**src/rtl/uart_rx_fifo.sv**
```systemverilog
// Receive-side byte FIFO behind the UART receiver: edge-detected capture of
// in_valid, DEPTH-entry circular buffer, first-word-fall-through drain and a
// sticky overflow flag for bytes dropped while full.
module uart_rx_fifo #(
    parameter int unsigned DEPTH  = 16,
    parameter int unsigned ADDR_W = 4
) (
    input  logic              clk,
    input  logic              rst_n,
    input  logic [7:0]        in_data,
    input  logic              in_valid,
    output logic [7:0]        out_data,
    output logic              out_valid,
    input  logic              out_ready,
    output logic [ADDR_W:0]   count,
    output logic              full,
    output logic              overflow,
    input  logic              clr_overflow
);

    localparam int unsigned CNT_W = ADDR_W + 1;
    localparam logic [CNT_W-1:0] FULL_CNT = CNT_W'(DEPTH);
    localparam logic [CNT_W-1:0] ONE_CNT  = CNT_W'(1);
    localparam logic [ADDR_W-1:0] ONE_PTR = ADDR_W'(1);

    logic [7:0]        mem [DEPTH];
    logic [ADDR_W-1:0] wr_ptr;
    logic [ADDR_W-1:0] rd_ptr;
    logic              in_valid_q;

    logic              wr_c;
    logic              rd_c;
    logic              accept_c;
    logic              drop_c;

    // Status and FWFT head are derived from the registered count/pointer.
    assign out_valid = (count != '0);
    assign full      = (count == FULL_CNT);
    assign out_data  = mem[rd_ptr];

    // Strobe generation: one write per rising edge of in_valid; a pop frees a
    // slot on the same edge so a write into a full FIFO is still accepted.
    always_comb begin
        wr_c     = 1'b0;
        rd_c     = 1'b0;
        accept_c = 1'b0;
        drop_c   = 1'b0;
        wr_c     = in_valid & ~in_valid_q;
        rd_c     = out_valid & out_ready;
        accept_c = wr_c & (~full | rd_c);
        drop_c   = wr_c & full & ~rd_c;
    end

    // Storage array; intentionally not reset.
    always_ff @(posedge clk) begin
        if (accept_c) begin
            mem[wr_ptr] <= in_data;
        end
    end

    // Pointers, occupancy, edge-detect history and sticky overflow.
    always_ff @(posedge clk or negedge rst_n) begin
        if (!rst_n) begin
            wr_ptr     <= '0;
            rd_ptr     <= '0;
            count      <= '0;
            in_valid_q <= 1'b0;
            overflow   <= 1'b0;
        end else begin
            in_valid_q <= in_valid;
            if (accept_c) begin
                wr_ptr <= wr_ptr + ONE_PTR;
            end
            if (rd_c) begin
                rd_ptr <= rd_ptr + ONE_PTR;
            end
            if (accept_c && !rd_c) begin
                count <= count + ONE_CNT;
            end else if (rd_c && !accept_c) begin
                count <= count - ONE_CNT;
            end
            if (drop_c) begin
                overflow <= 1'b1;
            end else if (clr_overflow) begin
                overflow <= 1'b0;
            end
        end
    end

endmodule

```
**config.mk**
```make
export PLATFORM = sky130hd
export DESIGN_NAME = uart_rx_fifo
export DESIGN_NICKNAME = d
export VERILOG_FILES = /design/src/rtl/uart_rx_fifo.sv
export SDC_FILE = /design/constraint.sdc
export NUM_CORES = 1
export LEC_CHECK = 0
export ABC_AREA = 1
export BUFFER_PORTS_ARGS = -buffer_cell sky130_fd_sc_hd__buf_2
export CAP_MARGIN = 30
export CORE_ASPECT_RATIO = 0.8
export CORE_UTILIZATION = 33
export DETAILED_ROUTE_END_ITERATION = 10
export SYNTH_ARGS = -nofsm -noshare
export SYNTH_HDL_FRONTEND = slang
export SYNTH_SLANG_ARGS = --single-unit
```
**constraint.sdc**
```tcl
create_clock -name clk -period 2.65 [get_ports clk]
set_input_delay 0.53 -clock clk [delete_from_list [all_inputs] [get_ports clk]]
set_output_delay 0.53 -clock clk [all_outputs]
set_load 0.1 [all_outputs]
```
==> results.py <==
metrics = {
    "global_route": {
        "grt_pass1_vias": 4092,
        "grt_pass1_wl_microns": 22560,
        "overflow": 0,
        "grt_usage": 0.1493,
        "grt_start_max_net_pins": 83,
        "antenna_found_initial": 0,
    },
    "yosys": {
        "ys_top_cells_by_area": "edfxtp_1, nand2_1, dfrtp_1, nand3_1, nor2_1",
        "synth_cell_type_count": 29,
        "netlist_area_sq_um": 6525,
        "yosysWarningCount": 0,
        "synth_commonest_cells": "nand2_1, edfxtp_1, nand3_1",
        "yosysMostFrequentCell": "nand2_1",
        "synth_seq_area_share": 0.6466,
        "syn_inst": 636,
        "synth_edf_count": 128,
        "synth_fp_nets": 659,
        "synth.top_cell.area_share": 0.5891,
        "yosys.area.top_type": "edfxtp_1",
        "synth_flop_cell": "edfxtp_1",
        "async_flop_share": 0.1049,
        "ys_seq_elements": 143,
        "synth.avg_cell_area_sq_um": 10.26,
    },
    "cts": {
        "clk_pin_slew_worst_paths_ns": 0.06,
        "cts_sinks": 143,
        "cts_buffers": 17,
        "cts_tree": "done",
        "cts_root_buffer": "clkbuf_16",
        "ctsHoldBuffers": 0,
        "clockBufferDepth": 2,
        "cts_max_level": 4,
        "clock_latency_ns": 0.42,
    },
    "final_layout": {
        "stdcell_count": 961,
        "final_nets": 714,
        "syn_to_final_growth_pct": 19.21,
        "final_area_sq_um": 7779,
        "utilization": 0.4063,
        "antenna_cells": 0,
        "fill_cells": 1884,
        "drive_gt1_frac": 0.1977,
    },
    "critical_path": {
        "endpoint_kind": "output port",
        "rr_worst_depth": 12,
        "rrSetupSlack_ns": 0.51,
        "cp_slowest_cell": "dfrtp_2",
        "worst-path-stages": 8,
        "crit_arrival_ns": 2.01,
        "cp_max_fo": 41,
        "critPathMaxStageDelay_ns": 0.53,
        "start_kind": "flip-flop",
        "crit_path_cell_trace": "buf_16, nand2_1, nand3_1, nand2_1, nor2_1, nand2_1, nand2_1, buf_12",
        "cp.required_ns": 2.12,
        "worst-path-buf-inv": 2,
        "path_common_cell": "nand2_1",
        "worstSetupPathType": "reg2out",
        "critPathTopFamily": "simple AND/OR/NAND/NOR gates",
    },
    "sta": {
        "slew_viol_final": 0,
        "rsz0062_at_grt": "no",
        "tightestPinTransition_ns": 0.4851,
        "period_share": 0.9583,
        "finClkSkew_ns": 0.005328,
        "clock.fmax_mhz": 393.8,
        "finalHoldViolations": 0,
        "finalCriticalPeriod_ns": 2.540,
        "relSlewSlack": 0.6788,
        "finalSetupTns_ns": 0,
        "finalSetupViolations": 0,
    },
    "floorplan": {
        "die_x_microns": 159.2,
        "placementRows": 45,
        "die_area_sq_um": 20340,
        "core_area_sq_um": 19140,
        "initial_core_util": 0.3408,
        "fp.dieH_microns": 127.8,
        "num_io_pins": 29,
    },
    "place": {
        "placedCellCount": 921,
        "portBuffers": 28,
        "placed_area_sq_um": 7108,
        "hpwl_microns": 8638,
        "place.gp.congestion": 0.7575,
    },
    "detailed_routing": {
        "vias_per_cell": 4.536,
        "drt-initial-drc-count": 365,
        "drcViolationCount": 0,
        "ant_nets": 0,
        "num_vias": 4359,
        "first_pass_iters": 7,
        "wl_per_cell_microns": 15.31,
        "wirelength_microns": 14710,
    },
    "pwr": {
        "p_leak_nw": 3.250,
        "max-vdd-ir-drop_mv": 0.6394,
        "p_per_area_nw_per_um2": 1255,
    },
    "hold_path": {
        "min_path_type": "in2async",
    },
    "run": {
        "maxCapViolCount": 0,
    },
    "status": {
        "status": "completed",
    },
}
==> stage by stage <==
| step | hold WS [ns] | total power [mW] | worst slack, ns |
|---|---|---|---|
| 6_report | 0.01729 | 9.762 | 0.1105 |
| 4_1_cts | 0.01174 | 9.557 | 0.03253 |
| 5_1_grt | 0.02869 | 10.29 | 0.005499 |
| 3_3_place_gp | 0.4676 | 7.314 | 0.4920 |
| 2_1_floorplan | 0.2344 | 6.116 | 0.03860 |
| 3_5_place_dp | 0.4696 | 7.342 | 0.4508 |
==> where the power goes <==
part / switching [mW] / internal (mW)
Sequential: 0.232 / 2.65
Combinational: 3.23 / 1.44
Clock: 0.859 / 1.36
Total: 4.32 / 5.45
==> layer usage <==
layer	up-vias	part of all wire	track usage	wire [microns]
met4	0	0.014	0.05713	213
met3	18	0.053	0.03429	786
met2	103	0.45	0.2278	6651
li1	2174	-	-	-
met1	2064	0.48	0.2070	7062
met5	-	0	0	0
==> sequential cells by signal, indices dropped and copies added, names as in the netlist <==
signal	flops
wr_ptr	4
overflow	1
mem	128
in_valid_q	1
rd_ptr	4
count	5
==> cells by family (layout without fill, tap and decap cells) <==
group                    count (synthesis)  in the layout  synth area share
AO/OA/AOI/OAI                            6              6          0.004602
XOR/XNOR                                 4              4          0.005370
AND/OR/NAND/NOR                        376            377            0.2468
adder cells (fa/ha/maj)                 10             10           0.02033
buffers and inverters                   97            163           0.07632
flip-flops                             143            143            0.6466
==> repair_timing <==
item,in CTS,in global routing
setup buffers,0,6
setup endpoints to repair,0,8
gates resized for setup,0,12
==> worst paths after layout <==
path	to	from
min in group clk	in_valid_q$_DFF_PN0_	in_valid
max in group asynchronous	rd_ptr[1]$_DFFE_PN0N_	rst_n
worst min-delay path	overflow$_DFFE_PN0P_	rst_n
worst max-delay path	out_data[2]	rd_ptr[0]$_DFFE_PN0N_
worst max register to register	count[4]$_DFFE_PN0P_	count[0]$_DFFE_PN0P_
worst min register to register	overflow$_DFFE_PN0P_	overflow$_DFFE_PN0P_
==> final cells by class <==
cell class | instances | area (sq um) | area share
repair inverters | 1 | 8.758 | 0.001126
multi-input cells | 397 | 1842 | 0.2368
repair buffers | 58 | 535.5 | 0.06884
well taps | 258 | 322.8 | 0.04150
clock buffers | 21 | 440.4 | 0.05662
inverters | 73 | 305.3 | 0.03925
flip-flops and latches | 143 | 4228 | 0.5435
clock inverters | 10 | 96.34 | 0.01239
==> placed cells by master (no fill, tap or decap), types with 2 or more instances in the layout <==
cell type,n
buf_12,9
buf_2,20
buf_4,27
bufinv_16,2
clkbuf_1,4
clkbuf_16,18
clkinv_1,6
clkinv_2,2
dfrtp_1,8
dfrtp_2,7
edfxtp_1,128
ha_1,9
inv_1,47
inv_2,21
inv_4,2
nand2_1,239
nand2_2,3
nand3_1,49
nand3_2,11
nand4_1,2
nor2_1,45
nor2_2,8
nor3_1,16
o21ai_1,6
xnor2_1,2
xor2_1,2
==> worst register-to-register path: stages (launching register included) <==
cell	delay [ns]
dfrtp_2	0.45
nor2_2	0.22
nand3_4	0.08
nand2_1	0.19
ha_1	0.20
inv_1	0.10
fa_1	0.39
nand2_1	0.10
nand3_1	0.08
nand3_1	0.08
nand2_1	0.05
nand2_1	0.05
nand2_1	0.04
No activity file was read; power rests on OpenSTA's default activity.
